File: src/rtl/inst_injector.sv
`default_nettype none
// +----------------------------------------------------------------------------+
// | inst_injector: RV32I command encoder feeding a DEPTH-entry instruction     |
// | FIFO. Optional macro INJ_IMM_CHECK_EN rejects unrepresentable immediates.  |
// | Revision: 1.0                                                              |
// +----------------------------------------------------------------------------+
module inst_injector #(
    parameter int DEPTH  = 4,
    parameter int ADDR_W = $clog2(DEPTH)
) (
    input  logic              clk,
    input  logic              rst_n,
    input  logic              flush,
    input  logic              cmd_valid,
    output logic              cmd_ready,
    input  logic [3:0]        cmd_op,
    input  logic [4:0]        cmd_rd,
    input  logic [4:0]        cmd_rs1,
    input  logic [4:0]        cmd_rs2,
    input  logic [2:0]        cmd_funct3,
    input  logic              cmd_alt,
    input  logic [31:0]       cmd_imm,
    output logic              out_valid,
    input  logic              out_ready,
    output logic [31:0]       out_inst,
    output logic [ADDR_W:0]   count,
    output logic              err
);

    localparam logic [31:0]     c_nop  = 32'h0000_0013;
    localparam logic [ADDR_W:0] c_full = (ADDR_W + 1)'(DEPTH);

    logic [31:0]     r_mem [DEPTH];
    logic [ADDR_W-1:0] r_wr_ptr;
    logic [ADDR_W-1:0] r_rd_ptr;
    logic [ADDR_W:0] r_count;
    logic            r_err;

    logic [31:0] w_inst;
    logic        w_legal;
    logic        w_imm_ok;
    logic        w_shift;
    logic        w_accept;
    logic        w_push;
    logic        w_pop;

    assign w_shift = (cmd_funct3 == 3'b001) || (cmd_funct3 == 3'b101);

    always_comb begin
        w_legal = 1'b1;
        w_inst  = c_nop;
        case (cmd_op)
            4'd0: w_inst = {1'b0, cmd_alt, 5'b0, cmd_rs2, cmd_rs1, cmd_funct3, cmd_rd, 7'b0110011};
            4'd1: begin
                if (w_shift)
                    w_inst = {1'b0, cmd_alt, 5'b0, cmd_imm[4:0], cmd_rs1, cmd_funct3, cmd_rd, 7'b0010011};
                else
                    w_inst = {cmd_imm[11:0], cmd_rs1, cmd_funct3, cmd_rd, 7'b0010011};
            end
            4'd2: w_inst = {cmd_imm[11:0], cmd_rs1, cmd_funct3, cmd_rd, 7'b0000011};
            4'd3: w_inst = {cmd_imm[11:5], cmd_rs2, cmd_rs1, cmd_funct3, cmd_imm[4:0], 7'b0100011};
            4'd4: w_inst = {cmd_imm[12], cmd_imm[10:5], cmd_rs2, cmd_rs1, cmd_funct3,
                            cmd_imm[4:1], cmd_imm[11], 7'b1100011};
            4'd5: w_inst = {cmd_imm[20], cmd_imm[10:1], cmd_imm[11], cmd_imm[19:12], cmd_rd, 7'b1101111};
            4'd6: w_inst = {cmd_imm[11:0], cmd_rs1, 3'b000, cmd_rd, 7'b1100111};
            4'd7: w_inst = {cmd_imm[31:12], cmd_rd, 7'b0010111};
            4'd8: w_inst = {cmd_imm[31:12], cmd_rd, 7'b0110111};
            default: w_legal = 1'b0;
        endcase
    end

`ifdef INJ_IMM_CHECK_EN
    logic signed [31:0] w_simm;
    logic               w_i12_ok;

    assign w_simm   = $signed(cmd_imm);
    assign w_i12_ok = (w_simm >= -32'sd2048) && (w_simm <= 32'sd2047);

    always_comb begin
        w_imm_ok = 1'b1;
        case (cmd_op)
            4'd1:             w_imm_ok = w_shift ? (cmd_imm[31:5] == 27'd0) : w_i12_ok;
            4'd2, 4'd3, 4'd6: w_imm_ok = w_i12_ok;
            4'd4: w_imm_ok = (w_simm >= -32'sd4096) && (w_simm <= 32'sd4094) && !cmd_imm[0];
            4'd5: w_imm_ok = (w_simm >= -32'sd1048576) && (w_simm <= 32'sd1048574) && !cmd_imm[0];
            4'd7, 4'd8:       w_imm_ok = (cmd_imm[11:0] == 12'd0);
            default:          w_imm_ok = 1'b1;
        endcase
    end
`else
    assign w_imm_ok = 1'b1;
`endif

    assign cmd_ready = (r_count != c_full);
    assign out_valid = (r_count != '0);
    assign out_inst  = out_valid ? r_mem[r_rd_ptr] : c_nop;
    assign count     = r_count;
    assign err       = r_err;

    // Rejected commands still complete the handshake; they just never reach the FIFO.
    assign w_accept = cmd_valid && cmd_ready;
    assign w_push   = w_accept && w_legal && w_imm_ok && !flush;
    assign w_pop    = out_valid && out_ready && !flush;

    always_ff @(posedge clk) begin
        if (w_push)
            r_mem[r_wr_ptr] <= w_inst;
    end

    always_ff @(posedge clk or negedge rst_n) begin
        if (!rst_n) begin
            r_wr_ptr <= '0;
            r_rd_ptr <= '0;
            r_count  <= '0;
            r_err    <= 1'b0;
        end else begin
            r_err <= w_accept && !(w_legal && w_imm_ok);
            if (flush) begin
                r_wr_ptr <= '0;
                r_rd_ptr <= '0;
                r_count  <= '0;
            end else begin
                if (w_push)
                    r_wr_ptr <= r_wr_ptr + 1'b1;
                if (w_pop)
                    r_rd_ptr <= r_rd_ptr + 1'b1;
                case ({w_push, w_pop})
                    2'b10:   r_count <= r_count + 1'b1;
                    2'b01:   r_count <= r_count - 1'b1;
                    default: r_count <= r_count;
                endcase
            end
        end
    end

endmodule
`default_nettype wire
File: config.mk
export PLATFORM = sky130hd
export DESIGN_NAME = inst_injector
export DESIGN_NICKNAME = d
export VERILOG_FILES = /design/src/rtl/inst_injector.sv
export SDC_FILE = /design/constraint.sdc
export NUM_CORES = 1
export LEC_CHECK = 0
export ABC_CLOCK_PERIOD_IN_PS = 2400
export CORE_MARGIN = 2
export CORE_UTILIZATION = 30
export CTS_CLUSTER_SIZE = 20
export DETAILED_ROUTE_END_ITERATION = 6
export GPL_ROUTABILITY_DRIVEN = 1
export GPL_TIMING_DRIVEN = 0
export PLACE_DENSITY = 0.58
export SLEW_MARGIN = 30
export SYNTH_ARGS = -nofsm -noshare
export SYNTH_HDL_FRONTEND = slang
export SYNTH_SLANG_ARGS = --single-unit
File: constraint.sdc
create_clock -name clk -period 2.4 [get_ports clk]
set_input_delay 0.48 -clock clk [delete_from_list [all_inputs] [get_ports clk]]
set_output_delay 0.48 -clock clk [all_outputs]
set_load 0.01 [all_outputs]
==> results of run 1 <==
per-layer routing:
layer | track usage | part of all wire | vias to the layer above
li1 | - | - | 1802
met2 | 0.247 | 0.50 | 154
met3 | 0.0470 | 0.071 | 19
met5 | 0 | 0 | -
met1 | 0.186 | 0.41 | 2036
met4 | 0.0554 | 0.016 | 0
path summary, 6_finish.rpt:
check / start / endpoint / slack, ns / cells after the start
min in group clk: r_wr_ptr[1] / r_wr_ptr[1] / 0.62 / 2
setup reg to reg: count[0] / count[2] / 0.16 / 7
setup / recovery: r_rd_ptr[0] / out_inst[30] / -0.1 / 7
max in group asynchronous: rst_n / count[2] / 1.73 / 1
hold / removal: rst_n / r_rd_ptr[1] / 0.36 / 1
hold reg to reg: r_wr_ptr[1] / r_wr_ptr[1] / 0.62 / 2
layout make-up:
| type | count | share of cell area |
|---|---|---|
| flip-flops and latches | 128 | 0.456 |
| repair buffers | 118 | 0.148 |
| plain buffers | 29 | 0.0229 |
| well taps | 265 | 0.0397 |
| clock buffers | 18 | 0.0514 |
| multi-input cells | 235 | 0.258 |
| clock inverters | 14 | 0.0228 |
| inverters | 4 | 0.00180 |
power groups by stage:
stage,Clock [uW],Combinational (uW),Sequential [uW]
after floorplan,0,1270,2680
after global placement,0,2420,2680
after detailed placement,0,2440,2690
after CTS,2710,3050,2650
after global routing,2810,3360,2680
final,2670,3120,2660
cell families after synthesis:
family                   share of synthesized area
AO/OA/AOI/OAI                               0.0870
XOR/XNOR                                    0.0100
adder cells (fa/ha/maj)                     0.0117
buffers and inverters                       0.0254
flip-flops                                   0.634
multiplexers                                 0.125
other                                     0.000625
AND/OR/NAND/NOR                              0.106
cell usage in the layout, fill, tap and decap left out, types with 12 or more instances in the layout:
cell / instances
nor2_1: 17
buf_4: 12
buf_6: 35
buf_2: 17
clkdlybuf4s50_1: 61
and2_4: 27
o22ai_1: 12
and2_1: 14
nor2b_1: 18
a21oi_1: 22
edfxtp_1: 120
mux4_2: 30
nand2_1: 15
clkbuf_16: 17
registers in the layout (all words and copies together), names as in the netlist:
register  count
r_mem       120
count         3
r_rd_ptr      2
r_wr_ptr      2
err           1
per-stage QoR:
step,hold WS [ns],setup TNS [ns],setup WS (ns),power (uW)
6_report,0.361,-0.785,-0.0964,8460
5_1_grt,0.379,-2.62,-0.162,8840
4_1_cts,0.354,-2.21,-0.209,8420
3_5_place_dp,0.601,-106.94,-0.707,5130
3_3_place_gp,0.559,-93.28,-0.612,5100
2_1_floorplan,0.184,0,0.0644,3950
worst register-to-register path, stage by stage, from the launching register on:
cell     delay, ns
dfrtp_2       0.46
buf_4         0.16
o31ai_4       0.39
nor3b_4       0.09
fa_2          0.39
and2_1        0.14
mux2i_1       0.16
mux2_1        0.34
what timing repair did:
action / 4_1_cts / 5_1_grt
setup endpoints to repair: 152 / 32
cloned: 3 / 0
gates resized for setup: 207 / 20
buffers inserted: 16 / 8
pin swaps: 15 / 7
hold buffers: 0 / 0
==> results_dict.tcl, run 1 <==
set metrics [dict create \
    status "complete, but fails checks" \
    violations "negative setup slack" \
    fin_nets 598 \
    switching_power_uw 2310 \
    vdd_drop_max_uv 489 \
    track_usage 0.150 \
    syn_to_final_growth_pct 39.2 \
    final_util 0.428 \
    cts_tree "built" \
    cts.path.max_buffers 2 \
    max_stage_delay_ns 0.42 \
    cts.sinks 128 \
    p_clk_frac 0.315 \
    io_pins 98 \
    drt_iter0_markers 435 \
    arrival_ns 2.02 \
    synthDominantCellAreaShare 0.601 \
    wirelength_microns 15400 \
    diodes 0 \
    die_w_microns 145 \
    switching_share 0.273 \
    avgRoutedWirePerCell_microns 19.0 \
    relSlewSlack 0.512 \
    worstMarginPinSlew_ns 0.730 \
    gr-total-overflow 0 \
    synth_top_flop_cell "edfxtp_1" \
    cts_htree_levels 4 \
    min_period_over_period 1.04 \
    cts_root_buf "clkbuf_16" \
    end_kind "output pin" \
    crit_slowest_cell "mux4_2" \
    hold_viol 0 \
    dp_hpwl_microns 10200 \
    async_reset_ff_frac 0.0625 \
    placed_cells 756 \
    portBuffers 94 \
    slew_viol_final 0 \
    seqPwrFrac 0.315 \
    path_cells "buf_8, buf_6, buf_8, buf_6, mux4_2, and2_1, buf_2" \
    viasPerCell 4.95 \
    gp_congestion 0.792 \
    syn_avg_cell_area_sq_um 15.2 \
    clk_pin_slew_worst_paths_ns 0.05 \
    yosysSeqAreaShare 0.634 \
    die_y_microns 145 \
    synth_edf_count 120 \
    drtAntennaViolNets 0 \
    crit_path_start_kind "flop" \
    drc 0 \
    syn-instance-count 396 \
    crit_buf_inv 5 \
    drtPass1Iterations 5 \
    yosys.cell_types.count 47 \
    core_area_sq_um 19500 \
    yosys.area.top_type "edfxtp_1" \
    post-route-min-period_ns 2.50 \
    synth.most_common_cell "edfxtp_1" \
    seqCellArea_sq_um 3810 \
    critPathKind "reg -> out" \
    numCtsBuffers 17 \
    netlist_area_sq_um 6000 \
    clk_latency_ns 0.42 \
    place_area_sq_um 7280 \
    synth.area.top_cells "edfxtp_1 (60%), mux4_2 (11%), and2_1 (4.3%), dfrtp_1 (3.3%), nor2b_1 (1.9%)" \
    ys_ff_latch 128 \
    drv_cap 0 \
    setup_slack_ns -0.0964 \
    power_frac_comb 0.370 \
    vias 4011 \
    start_util 0.307 \
    max_freq_ghz 0.401 \
    num_rows 51 \
    cp_top_family "buffers and inverters" \
    nFillCells 1783 \
    p_leak_uw 0.00298 \
    rsz0062_at_grt "true" \
    yosysWarnings 0 \
    critPathRequiredTime_ns 1.92 \
    min_path_type "in -> async" \
    grt_pass1_wl_microns 23700 \
    p_per_area_nw_per_um2 1010 \
    setup_viol 18 \
    die_area_sq_um 21100 \
    grt_max_degree 31 \
    finalNonFillerCells 811 \
    multi_input_area_sq_um 2150 \
    clock_skew_ns 0.00733 \
    fin_area_sq_um 8350 \
    grt_pass1_vias 4175 \
    synth_top_cells_by_count "edfxtp_1 (120), and2_1 (41), mux4_2 (30)" \
    drive_gt1_frac 0.321 \
    cp_max_fo 5 \
    intPower_uw 6150 \
    antenna_found_initial 0 \
]
Power figures use the tool's default switching activity.
==> run 2, diff against run 1 <==
Settings changed: GPL_TIMING_DRIVEN 0 to default.
==> run 2 against run 1 <==
Compared with the run above:
- the flow still finishes with violations (negative setup slack)
- final area is 0.36% lower
- worst setup slack better by 0.076 ns
- total power is 5.3% lower
- combinational power is 7.4% lower
- via count is 2.8% lower
- non-clock buffer count is 3 lower
- register-to-register slack better by 0.11 ns
- first-iteration DRC count is 41% lower
- sequential power hardly changed
- global-route usage is 0.27 points lower
- largest power group unchanged
- worst hold slack worse by 0.0017 ns
==> results_dict.tcl, run 2 (same netlist as run 1, synthesis figures left out) <==
set metrics [dict create \
    largest_reg_flops 120 \
    start_util 0.307 \
    slew_viol_final 0 \
    max_stage_delay_ns 0.50 \
    seqPwrFrac 0.331 \
    vdd_drop_max_uv 522 \
    cts_root_buf "clkbuf_16" \
    cp_max_fo 8 \
    min_period_over_period 1.01 \
    dpl_worst_slack_ns -0.310 \
    crit_path_start_kind "flop" \
    drt_iter0_markers 257 \
    cts_htree_levels 4 \
    clk_latency_ns 0.42 \
    cts.sinks 128 \
    p_leak_uw 0.00297 \
    io_pins 98 \
    multi_input_area_sq_um 2120 \
    drtPass1Iterations 5 \
    gr-total-overflow 0 \
    switching_power_uw 2250 \
    violations "negative setup slack" \
    end_kind "output pin" \
    layout_commonest_cell "edfxtp_1" \
    hold_viol 0 \
    vias 3900 \
    gp_congestion 0.781 \
    crit_top_cell "buf_12" \
    drtAntennaViolNets 0 \
    clk_pin_slew_worst_paths_ns 0.06 \
    path_cells "buf_12, buf_12, mux4_2, and2_4, buf_6" \
    die_area_sq_um 21100 \
    final_util 0.426 \
    die_w_microns 145 \
    wirelength_microns 15200 \
    max_freq_ghz 0.413 \
    min_path_type "in -> async" \
    intPower_uw 5760 \
    rsz0062_at_grt "true" \
    p_clk_frac 0.308 \
    drive_gt1_frac 0.320 \
    clock_skew_ns 0.00541 \
    dp_hpwl_microns 10300 \
    hold_buffers 0 \
    antenna_found_initial 0 \
    p_per_area_nw_per_um2 962 \
    track_usage 0.147 \
    portBuffers 95 \
    final_cell_mix "edfxtp_1 (120), clkdlybuf4s50_1 (64), buf_4 (34), mux4_2 (30), a21oi_1 (22)" \
    nFillCells 1780 \
    core_area_sq_um 19500 \
    grt_pass1_wl_microns 23600 \
    crit_buf_inv 3 \
    cts_tree "built" \
    grt_max_degree 36 \
    seqCellArea_sq_um 3810 \
    power_frac_comb 0.361 \
    critPathRequiredTime_ns 1.92 \
    viasPerCell 4.83 \
    critPathKind "reg -> out" \
    die_y_microns 145 \
    post-route-min-period_ns 2.42 \
    crit_slowest_cell "mux4_2" \
    placed_cells 772 \
    cts.path.max_buffers 2 \
    setup_slack_ns -0.0208 \
    status "complete, but fails checks" \
    arrival_ns 1.94 \
    setup_viol 2 \
    diodes 0 \
    cp_top_family "multiplexers" \
    drc 0 \
    fin_nets 595 \
    numCtsBuffers 17 \
    grt_pass1_vias 4094 \
    switching_share 0.281 \
    top_register "r_mem" \
    finalNonFillerCells 808 \
    num_rows 51 \
    avgRoutedWirePerCell_microns 18.8 \
    drv_cap 0 \
    syn_to_final_growth_pct 38.7 \
]
run 2: cell count changes in the layout (fill, tap and decap cells not counted), sizes merged:
cell           change
clkbuf            -11
dlymetal6s2s       -2
clkinvlp           -1
clkinv             +2
buf                +6
inv                +2
clkdlybuf4s50      +3
bufinv             -2
run 2: per-layer routing:
metal / share of wire / track usage
met4: 0.012 / 0.0456
met3: 0.052 / 0.0376
met1: 0.45 / 0.192
met2: 0.49 / 0.243
met5: 0 / 0
run 2: path summary, 6_finish.rpt:
path,cells after the start,from,endpoint,slack [ns]
setup / recovery,5,r_rd_ptr[0],out_inst[11],-0.02
hold / removal,1,rst_n,count[0],0.36
setup reg to reg,7,count[2],count[2],0.27
hold reg to reg,2,r_wr_ptr[1],r_wr_ptr[1],0.61
max in group asynchronous,1,rst_n,r_rd_ptr[0],1.73
min in group clk,2,r_wr_ptr[1],r_wr_ptr[1],0.61
run 2: final cells by class:
type	instances	area share
clock buffers	17	0.0511
clock inverters	15	0.0171
inverters	4	0.00180
multi-input cells	235	0.255
flip-flops and latches	128	0.457
well taps	265	0.0398
repair buffers	144	0.178
run 2: metrics by stage:
| step | TNS [ns] | cell area [sq um] | hold slack [ns] | total power, uW |
|---|---|---|---|---|
| 2_1_floorplan | 0 | 6010 | 0.184 | 3950 |
| 3_3_place_gp | -10.42 | 7630 | 0.565 | 5300 |
| 3_5_place_dp | -27.44 | 7630 | 0.583 | 5330 |
| 4_1_cts | -0.401 | 8200 | 0.368 | 7810 |
| 5_1_grt | -0.845 | 8320 | 0.402 | 8370 |
| 6_report | -0.0227 | 8320 | 0.360 | 8000 |
run 2: what timing repair did:
action / 4_1_cts / 5_1_grt
endpoints found under the hold margin: 0 / 0
buffers inserted: 3 / 0
endpoints found under the setup margin: 31 / 22
gates cloned: 1 / 0
resized for setup: 144 / 28
pin swaps: 12 / 1
run 2: power by group through the flow:
stage	Combinational (uW)	Sequential, uW	Clock, uW
4_1_cts	2660	2650	2500
3_3_place_gp	2620	2680	0
6_report	2890	2650	2460
2_1_floorplan	1270	2680	0
5_1_grt	3110	2660	2600
3_5_place_dp	2640	2680	0
